File: src/rtl/wisc_decode_issue_if.sv
// Handshake and decoded-instruction bus between fetch, the decode/issue stage
// and the execute stage.
interface wisc_decode_issue_if;
   logic        in_valid;
   logic        in_ready;
   logic [15:0] instr;
   logic        out_valid;
   logic        out_ready;
   logic [4:0]  op;
   logic [1:0]  sub_op;
   logic        inv_a;
   logic        inv_b;
   logic        cin;
   logic [15:0] imm;
   logic        b_sel_imm;
   logic [2:0]  rs;
   logic [2:0]  rt;
   logic [2:0]  rd;
   logic        reg_wr;

   // Fetch/execute side: drives instructions in and consumes decoded entries.
   modport master (
      output in_valid, instr, out_ready,
      input  in_ready, out_valid, op, sub_op, inv_a, inv_b, cin, imm,
             b_sel_imm, rs, rt, rd, reg_wr
   );

   // Decode/issue stage side.
   modport slave (
      input  in_valid, instr, out_ready,
      output in_ready, out_valid, op, sub_op, inv_a, inv_b, cin, imm,
             b_sel_imm, rs, rt, rd, reg_wr
   );
endinterface

File: src/rtl/wisc_decode_issue.sv
// WISC-SP13 decode/issue stage: decodes each accepted instruction into ALU and
// register-file controls, buffers up to two decoded entries in FIFO order and
// issues them to execute. Accepting HALT stops intake until reset.
module wisc_decode_issue #(
   parameter int       DEPTH   = 2,    // fixed at 2
   parameter bit [2:0] R7_LINK = 3'd7
) (
   input  logic                clk,
   input  logic                rst_n,
   wisc_decode_issue_if.slave  bus,
   output logic                halted
);

   typedef struct packed {
      logic [4:0]  op;
      logic [1:0]  sub_op;
      logic        inv_a;
      logic        inv_b;
      logic        cin;
      logic [15:0] imm;
      logic        b_sel_imm;
      logic [2:0]  rs;
      logic [2:0]  rt;
      logic [2:0]  rd;
      logic        reg_wr;
   } dec_t;

   localparam logic [4:0] OP_HALT = 5'b00000;

   dec_t        dec;
   dec_t        mem [2];
   dec_t        head;
   logic        wr_ptr;
   logic        rd_ptr;
   logic [1:0]  count;
   logic        halt_seen;
   logic        push;
   logic        pop;
   logic [4:0]  opc;
   logic [15:0] sext5;
   logic [15:0] zext5;
   logic [15:0] sext8;
   logic [15:0] zext8;
   logic [15:0] sext11;

   assign opc    = bus.instr[15:11];
   assign sext5  = {{11{bus.instr[4]}}, bus.instr[4:0]};
   assign zext5  = {11'd0, bus.instr[4:0]};
   assign sext8  = {{8{bus.instr[7]}}, bus.instr[7:0]};
   assign zext8  = {8'd0, bus.instr[7:0]};
   assign sext11 = {{5{bus.instr[10]}}, bus.instr[10:0]};

   // Combinational decode of the incoming instruction word.
   always_comb begin
      // NOTE: every field gets a default first so no path leaves it unassigned
      // and no latch is inferred.
      dec        = '0;
      dec.op     = opc;
      dec.rs     = bus.instr[10:8];
      dec.rt     = bus.instr[7:5];
      casez (opc)
         5'b11011: begin   // ADD/SUB/XOR/ANDN
            dec.sub_op = bus.instr[1:0];
            dec.rd     = bus.instr[4:2];
            dec.reg_wr = 1'b1;
            case (bus.instr[1:0])
               2'b01:   begin dec.inv_a = 1'b1; dec.cin = 1'b1; end
               2'b11:   dec.inv_b = 1'b1;
               default: ;
            endcase
         end
         5'b11010: begin   // ROL/SLL/ROR/SRL
            dec.sub_op = bus.instr[1:0];
            dec.rd     = bus.instr[4:2];
            dec.reg_wr = 1'b1;
         end
         5'b111??: begin   // SEQ/SLT/SLE compare via A-B; SCO is a plain add
            dec.sub_op = bus.instr[1:0];
            dec.rd     = bus.instr[4:2];
            dec.reg_wr = 1'b1;
            if (opc[1:0] != 2'b11) begin
               dec.inv_b = 1'b1;
               dec.cin   = 1'b1;
            end
         end
         5'b11001: begin   // BTR
            dec.rd     = bus.instr[4:2];
            dec.reg_wr = 1'b1;
         end
         5'b010??: begin   // ADDI/SUBI sign-extend, XORI/ANDNI zero-extend
            dec.imm       = opc[1] ? zext5 : sext5;
            dec.b_sel_imm = 1'b1;
            dec.rd        = bus.instr[7:5];
            dec.reg_wr    = 1'b1;
            dec.inv_a     = (opc[1:0] == 2'b01);
            dec.cin       = (opc[1:0] == 2'b01);
            dec.inv_b     = (opc[1:0] == 2'b11);
         end
         5'b101??: begin   // shift-immediates
            dec.imm       = zext5;
            dec.b_sel_imm = 1'b1;
            dec.rd        = bus.instr[7:5];
            dec.reg_wr    = 1'b1;
         end
         5'b1000?, 5'b10011: begin   // ST, LD, STU
            dec.imm       = sext5;
            dec.b_sel_imm = 1'b1;
            dec.rd        = bus.instr[7:5];
            dec.reg_wr    = (opc != 5'b10000);
         end
         5'b10010: begin   // SLBI
            dec.imm       = zext8;
            dec.b_sel_imm = 1'b1;
            dec.rd        = bus.instr[10:8];
            dec.reg_wr    = 1'b1;
         end
         5'b11000: begin   // LBI
            dec.imm       = sext8;
            dec.b_sel_imm = 1'b1;
            dec.rd        = bus.instr[10:8];
            dec.reg_wr    = 1'b1;
         end
         5'b011??: dec.imm = sext8;   // branches: imm goes to the PC adder
         5'b00100: dec.imm = sext11;  // J
         5'b00110: begin              // JAL
            dec.imm    = sext11;
            dec.rd     = R7_LINK;
            dec.reg_wr = 1'b1;
         end
         5'b00101: begin              // JR
            dec.imm       = sext8;
            dec.b_sel_imm = 1'b1;
         end
         5'b00111: begin              // JALR
            dec.imm       = sext8;
            dec.b_sel_imm = 1'b1;
            dec.rd        = R7_LINK;
            dec.reg_wr    = 1'b1;
         end
         default: ;                   // HALT, NOP, siic, RTI
      endcase
   end

   assign bus.in_ready  = (count < 2'(DEPTH)) & ~halt_seen;
   assign bus.out_valid = (count != 2'd0);
   assign push          = bus.in_valid & bus.in_ready;
   assign pop           = bus.out_valid & bus.out_ready;

   // Decoded-entry storage, written at the tail on accept.
   always_ff @(posedge clk) begin
      // NOTE: the entry array has no reset; count gates every read, so stale
      // contents are never observed.
      if (push) mem[wr_ptr] <= dec;
   end

   // FIFO pointers, occupancy and HALT tracking.
   always_ff @(posedge clk) begin
      // NOTE: state updates use non-blocking assignments so every register
      // samples pre-edge values regardless of statement order.
      if (!rst_n) begin
         wr_ptr    <= 1'b0;
         rd_ptr    <= 1'b0;
         count     <= 2'd0;
         halt_seen <= 1'b0;
         halted    <= 1'b0;
      end else begin
         if (push) wr_ptr <= ~wr_ptr;
         if (pop)  rd_ptr <= ~rd_ptr;
         case ({push, pop})
            2'b10:   count <= count + 2'd1;
            2'b01:   count <= count - 2'd1;
            default: ;
         endcase
         if (push && dec.op == OP_HALT)  halt_seen <= 1'b1;
         if (pop && mem[rd_ptr].op == OP_HALT) halted <= 1'b1;
      end
   end

   // Head entry drives the outputs; everything reads zero while empty.
   always_comb begin
      head = bus.out_valid ? mem[rd_ptr] : '0;
   end

   assign bus.op        = head.op;
   assign bus.sub_op    = head.sub_op;
   assign bus.inv_a     = head.inv_a;
   assign bus.inv_b     = head.inv_b;
   assign bus.cin       = head.cin;
   assign bus.imm       = head.imm;
   assign bus.b_sel_imm = head.b_sel_imm;
   assign bus.rs        = head.rs;
   assign bus.rt        = head.rt;
   assign bus.rd        = head.rd;
   assign bus.reg_wr    = head.reg_wr;

endmodule

File: src/flat_wrapper.sv
// flat-port wrapper written by rule: the top's interface ports become plain ports
module wisc_decode_issue_flat 
#(
   parameter int       DEPTH   = 2,                 
   parameter bit [2:0] R7_LINK = 3'd7
)
  (clk, rst_n, halted, bus_in_valid, bus_instr, bus_out_ready, bus_in_ready, bus_out_valid, bus_op, bus_sub_op, bus_inv_a, bus_inv_b, bus_cin, bus_imm, bus_b_sel_imm, bus_rs, bus_rt, bus_rd, bus_reg_wr);
  wisc_decode_issue_if bus_i ();
  input  logic clk;
  input  logic rst_n;
  output logic halted;
  input wire logic [$bits(bus_i.in_valid)-1:0] bus_in_valid;
  input wire logic [$bits(bus_i.instr)-1:0] bus_instr;
  input wire logic [$bits(bus_i.out_ready)-1:0] bus_out_ready;
  output wire logic [$bits(bus_i.in_ready)-1:0] bus_in_ready;
  output wire logic [$bits(bus_i.out_valid)-1:0] bus_out_valid;
  output wire logic [$bits(bus_i.op)-1:0] bus_op;
  output wire logic [$bits(bus_i.sub_op)-1:0] bus_sub_op;
  output wire logic [$bits(bus_i.inv_a)-1:0] bus_inv_a;
  output wire logic [$bits(bus_i.inv_b)-1:0] bus_inv_b;
  output wire logic [$bits(bus_i.cin)-1:0] bus_cin;
  output wire logic [$bits(bus_i.imm)-1:0] bus_imm;
  output wire logic [$bits(bus_i.b_sel_imm)-1:0] bus_b_sel_imm;
  output wire logic [$bits(bus_i.rs)-1:0] bus_rs;
  output wire logic [$bits(bus_i.rt)-1:0] bus_rt;
  output wire logic [$bits(bus_i.rd)-1:0] bus_rd;
  output wire logic [$bits(bus_i.reg_wr)-1:0] bus_reg_wr;
  assign bus_i.in_valid = bus_in_valid;
  assign bus_i.instr = bus_instr;
  assign bus_i.out_ready = bus_out_ready;
  assign bus_in_ready = bus_i.in_ready;
  assign bus_out_valid = bus_i.out_valid;
  assign bus_op = bus_i.op;
  assign bus_sub_op = bus_i.sub_op;
  assign bus_inv_a = bus_i.inv_a;
  assign bus_inv_b = bus_i.inv_b;
  assign bus_cin = bus_i.cin;
  assign bus_imm = bus_i.imm;
  assign bus_b_sel_imm = bus_i.b_sel_imm;
  assign bus_rs = bus_i.rs;
  assign bus_rt = bus_i.rt;
  assign bus_rd = bus_i.rd;
  assign bus_reg_wr = bus_i.reg_wr;
  wisc_decode_issue #(.DEPTH(DEPTH), .R7_LINK(R7_LINK)) u_core (.clk(clk), .rst_n(rst_n), .bus(bus_i), .halted(halted));
endmodule
File: config.mk
export PLATFORM = sky130hd
export DESIGN_NAME = wisc_decode_issue_flat
export DESIGN_NICKNAME = d
export VERILOG_FILES = /design/src/rtl/wisc_decode_issue_if.sv /design/src/rtl/wisc_decode_issue.sv /design/src/flat_wrapper.sv
export SDC_FILE = /design/constraint.sdc
export NUM_CORES = 1
export LEC_CHECK = 0
export BUFFER_PORTS_ARGS = -buffer_cell sky130_fd_sc_hd__buf_4
export CAP_MARGIN = 10
export CORE_ASPECT_RATIO = 0.8
export CORE_UTILIZATION = 45
export DETAILED_ROUTE_END_ITERATION = 6
export HOLD_SLACK_MARGIN = 0.06
export MAX_ROUTING_LAYER = met4
export PLACE_DENSITY = 0.69
export SLEW_MARGIN = 20
export SYNTH_ARGS = -nofsm -noshare
export SYNTH_HDL_FRONTEND = slang
export SYNTH_SLANG_ARGS = --single-unit
File: constraint.sdc
create_clock -name clk -period 7.3 [get_ports clk]
set_clock_uncertainty 0.05 [all_clocks]
set_input_delay 0.73 -clock clk [delete_from_list [all_inputs] [get_ports clk]]
set_output_delay 0.73 -clock clk [all_outputs]
set_load 0.01 [all_outputs]
[After elaboration in Yosys (flattened, before gate mapping)]
Memory sizes are Yosys's and may differ from the RTL's. A register that Yosys moved wholly into a read port is not among the register bits.
Index checks and enable logic that the tools add are counted.
Word-level totals
  register bits: 6
  latch bits: 0
  memory bits (writable): 74
  bits in read-only memories: 0
  input bits: 20
  logic and storage cells: 69
  memories: 1
Cells by class
  add/sub/neg operators: 2
  multipliers: 0
  div/mod/pow operators: 0
  $lt $le $gt $ge: 1
  equal/unequal tests: 23
  shifts and indexed selects: 0
  multiplexer cells: 16
  bitwise gates (word level): 6
  reductions and logical operators: 15
Memories
  u_core.mem: depth 2, width 37, rd ports 1, clocked after Yosys merged registers in 1, wr ports 1, line wisc_decode_issue.sv:31  | dec_t mem [2];
Operator list (count)
  $pmux W16 S6: 1
  $mux W37: 1
  $eq A5 B5 Y1 const B: 6
  $eq A5 B3 Y1 const B: 4
  $pmux W4 S5: 1
  $mux W16: 1
  $logic_not A5 Y1: 2
  $reduce_or A2 Y1: 5
  $reduce_or A4 Y1: 2
  $reduce_or A8 Y1: 1
  $mux W1: 7
  $eq A2 B1 Y1 const B: 3
  $eq A2 B2 Y1 const B: 3
  $eq A3 B2 Y1 const B: 2
  $eq A3 B3 Y1 const B: 2
  $pmux W2 S3: 1
  $ne A5 B5 Y1 const B: 1
  $eq A4 B4 Y1 const B: 1
  $mux W2: 2
  $pmux W2 S2: 1
  $reduce_bool A2 Y1: 2
  $and A1 B1 Y1: 3
  $not A1 Y1: 3
  $reduce_or A3 Y1: 1
  6 further kinds: 7

[Depth between registers and ports, before layout]
  depth in word-level cells: 5
  gate-level depth with buffers: 6

[Worst setup path after synthesis]
Ideal clock, no wire load.
  path kind: in2reg
  start point: input port bus_in_valid
  end point: memory u_core.mem[0][0] (netlist bit) (enable)
  library setup time: 421 ps
  data arrival time: 2412 ps
  data required time: 6829 ps
  slack: 4417 ps
  cell stages on the path: 3
  buffers on the path: 0
  cell sequence: nor3b_2 > inv_1 > nor2_1
On the way
  cells in the longest elaborated chain, start to end: 3
RTL lines
  start: declaration: line flat_wrapper.sv:12  | input wire logic [$bits(bus_i.in_valid)-1:0] bus_in_valid;
  $and A1 B1 Y1: line wisc_decode_issue.sv:146  | assign push = bus.in_valid & bus.in_ready;
  $mux W1: line wisc_decode_issue.sv:153  | if (push) mem[wr_ptr] <= dec;
  $mux W1 (not written as such): line wisc_decode_issue.sv:153
  end: declaration: line wisc_decode_issue.sv:31
No other way between the ends.

==> qor.txt <==
Status -> completed
Slowest cell on the critical path -> dfxtp_2
Warnings, synthesis -> 0
Post-synth top area share -> 0.578
Synth Area in Adders -> 0.00376
Fill cells -> 592
Max-cap viol count -> 0
RD Place Congestion -> 0.771
Half-perimeter wire length after placement -> 4130 um
Pin count of the biggest net entering global routing -> 37
#FFs+latches synth -> 71
CTS tree -> built
Post-CTS Setup Bufs -> 0
Total gr overflow -> 0
Wire per inst -> 15.4 um
Post-synthesis mux area share -> 0.0997
Top area cells in the synthesized netlist -> edfxtp_1 (58%), mux2i_1 (9.6%), nor2_1 (5.1%)
Netlist cell types -> 43
Syn Inst Count -> 268
Layout cells sized above 1 -> 0.269
Post_cts resized -> 0
Critical Path RT -> 6.52 ns
I/O pin count -> 60
Total GRT Usage -> 0.181
Worst Tran Pin Value -> 1.06 ns
Worst Setup Slack, final -> 4.48 ns
Unrepaired setup endpoints after global routing -> no
Drt pass-1 iters -> 7
Synth area leader -> edfxtp_1
Pwr dens -> 348 mW/mm^2
Min cycle time layout -> 2.82 ns
Initial Util -> 0.473
Slew margin rel. -> 0.296
DRT iter0 DRCs -> 95
Placed Cells incl. Taps -> 394
Fin area -> 0.00395 mm^2
Port Buffers -> 59
Worst Path Arrival -> 2.04 ns
Vias post-DR -> 2167
Die ar. -> 0.00774 mm^2
Syn_nets -> 289
Final core occ -> 0.562
CTS buffer count -> 9
Critical path startpoint category -> flip-flop
Hold_ws -> 0.424 ns
Syn-to-layout area delta -> 18.6%
Simple-gate share of the synthesized area -> 0.139
Buffers & Inverters on Critical Path -> 1
Die height -> 78.9 um
Max incr delay on CP -> 1.03 ns
Lkg Pwr -> 1.47 nW
Final wirelength -> 6320 um
Fin crit share -> 0.386
CTS max path bufs -> 2
Crit path capture type -> output pin
Core Rows -> 27
Hold Path Class -> flip-flop to flip-flop
Final net count -> 339
Routed vias/inst -> 5.29
Antenna diode count -> 0
Sequential area share after synthesis -> 0.620
Worst skew pair latency -> 0.35 ns
Final non-filler cell total -> 410
Placed inst area -> 0.00377 mm^2
Worst-path cell chain -> mux2i_1 -> nor2_1 -> buf_4
Drt drc -> 0
DP Worst Slack -> 4.81 ns
Die X -> 98.1 um
Total power -> 1.37 mW
Compound-cell area share of the yosys netlist -> 0.0730
Maximum clock rate -> 0.354 GHz
CTS Hold Buffers Added -> 0
Synth Cell Area -> 0.00333 mm^2
Largest family of logic cells by synthesized area -> simple AND/OR/NAND/NOR gates
Mean Syn Cell Area -> 12.4 um^2
Slew Limit Fails -> 0
Post-Synth XOR/XNOR Area -> 0.0158
Crit Path Class -> flip-flop to output pin
H-Tree Depth -> 3
Vias in the first global route -> 2006
Clock sinks -> 71
Max IR drop VDD -> 129 uV
Core region area -> 0.00703 mm^2
Final Hold Viols -> 0
Root buf cell -> clkbuf_8
Final setup fails -> 0
Post-route ant nets -> 0
Cell family with most CP delay -> flip-flops
CP max FO -> 36
Clock transition at the registers of the reported paths -> 0.08 ns
Initial antenna violation count -> 0
Final TNS setup -> 0 ns
First-pass GRT wire length -> 10100 um
## report_power, final
part           switching, mW  leakage, nW  internal (mW)
sequential            0.0614        0.664          0.537
combinational          0.263        0.734          0.241
clock                  0.149       0.0753          0.122
## worst min-delay path, delay by kind of cell (launching register included)
kind | cells | cell delay (ns)
compound gates | 1 | 0.06
simple gates | 1 | 0.05
flops | 1 | 0.34
## cells by family after synthesis
| group | after synthesis |
|---|---|
| AOI/OAI and AO/OA | 34 |
| xor gates and xnor gates | 6 |
| adders and majority gates | 1 |
| buffers and inverters | 31 |
| DFF | 71 |
| muxes | 33 |
| and+or+nand+nor | 92 |
## cell type report
class / count / area [um^2] / share of cell area
Inverter: 8 / 30.0 / 0.00761
Sequential cell: 71 / 2060 / 0.523
Clock buffer: 9 / 124 / 0.0314
Timing Repair Buffer: 62 / 465 / 0.118
Clock inverter: 7 / 47.5 / 0.0120
Multi-Input combinational cell: 166 / 1110 / 0.281
Tap cell: 87 / 109 / 0.0276
## layer usage
metal,up-vias,GRT usage,wire (um)
met2,62,0.261,2700
met3,11,0.0475,320
met5,-,-,0
met4,0,0.0836,101
li1,1078,-,-
met1,1016,0.240,3190
## synthesized netlist by cell type
cell and count:
a21oi_2 1, nor3_1 2, dfxtp_1 7, edfxtp_1 64, inv_1 7, xor2_1 4, and3_1 1, nand2b_1 1
o21ai_0 4, or3_1 2, nand4_1 3, mux2i_1 32, a31oi_2 1, and2_1 7, a22oi_2 1, o32ai_1 1
nand2_1 11, ha_1 1, xnor2_1 2, buf_2 10, nor3b_2 1, buf_6 2, mux2_1 1, o2111ai_1 3
o211a_1 3, nor3_2 1, or3b_1 1, inv_2 1, nor2b_1 3, nor4bb_1 2, a21oi_1 7, o41ai_1 1
a211o_1 1, nor4b_2 1, o32a_1 2, nand3_1 6, o21ai_1 4, clkbuf_1 6, buf_4 5, nand4b_1 2
a31oi_1 5, nor3b_1 3, nor2_1 45
## registers in the layout (all words and copies together), names as in the netlist, named ones only
| register | flops |
|---|---|
| u_core.halted | 1 |
| u_core.count | 2 |
| u_core.halt_seen | 1 |
| u_core.mem | 64 |
| u_core.rd_ptr | 1 |
| u_core.wr_ptr | 1 |
## layout by cell type, fill, tap and decap left out, types with 2 or more instances in the layout
master and instances:
a31oi_1 5, o21ai_0 4, nand2_1 11, nor4bb_1 2
xor2_1 4, inv_1 7, a21oi_1 7, nand3_1 6
o21ai_1 4, nand4b_1 2, nor3b_1 3, xnor2_1 2
or3_1 2, mux2i_1 32, o2111ai_1 3, nand4_1 3
edfxtp_1 64, nor2_2 2, nor2b_1 3, o211a_1 3
and2_1 7, nor2_1 43, buf_4 62, dfxtp_1 6
nor3_1 2, clkinvlp_4 4, clkbuf_8 9, o32a_1 2
## final timing paths
| path | startpoint | endpoint | slack, ns | cells past startpoint |
|---|---|---|---|---|
| hold / removal | u_core.halted | u_core.halted | 0.42 | 2 |
| setup reg to reg | flip-flop | u_core.halted | 5.33 | 3 |
| setup / recovery | flip-flop | bus_imm[12] | 4.48 | 3 |
| hold reg to reg | u_core.halted | u_core.halted | 0.42 | 2 |
Power figures use the tool's default switching activity.
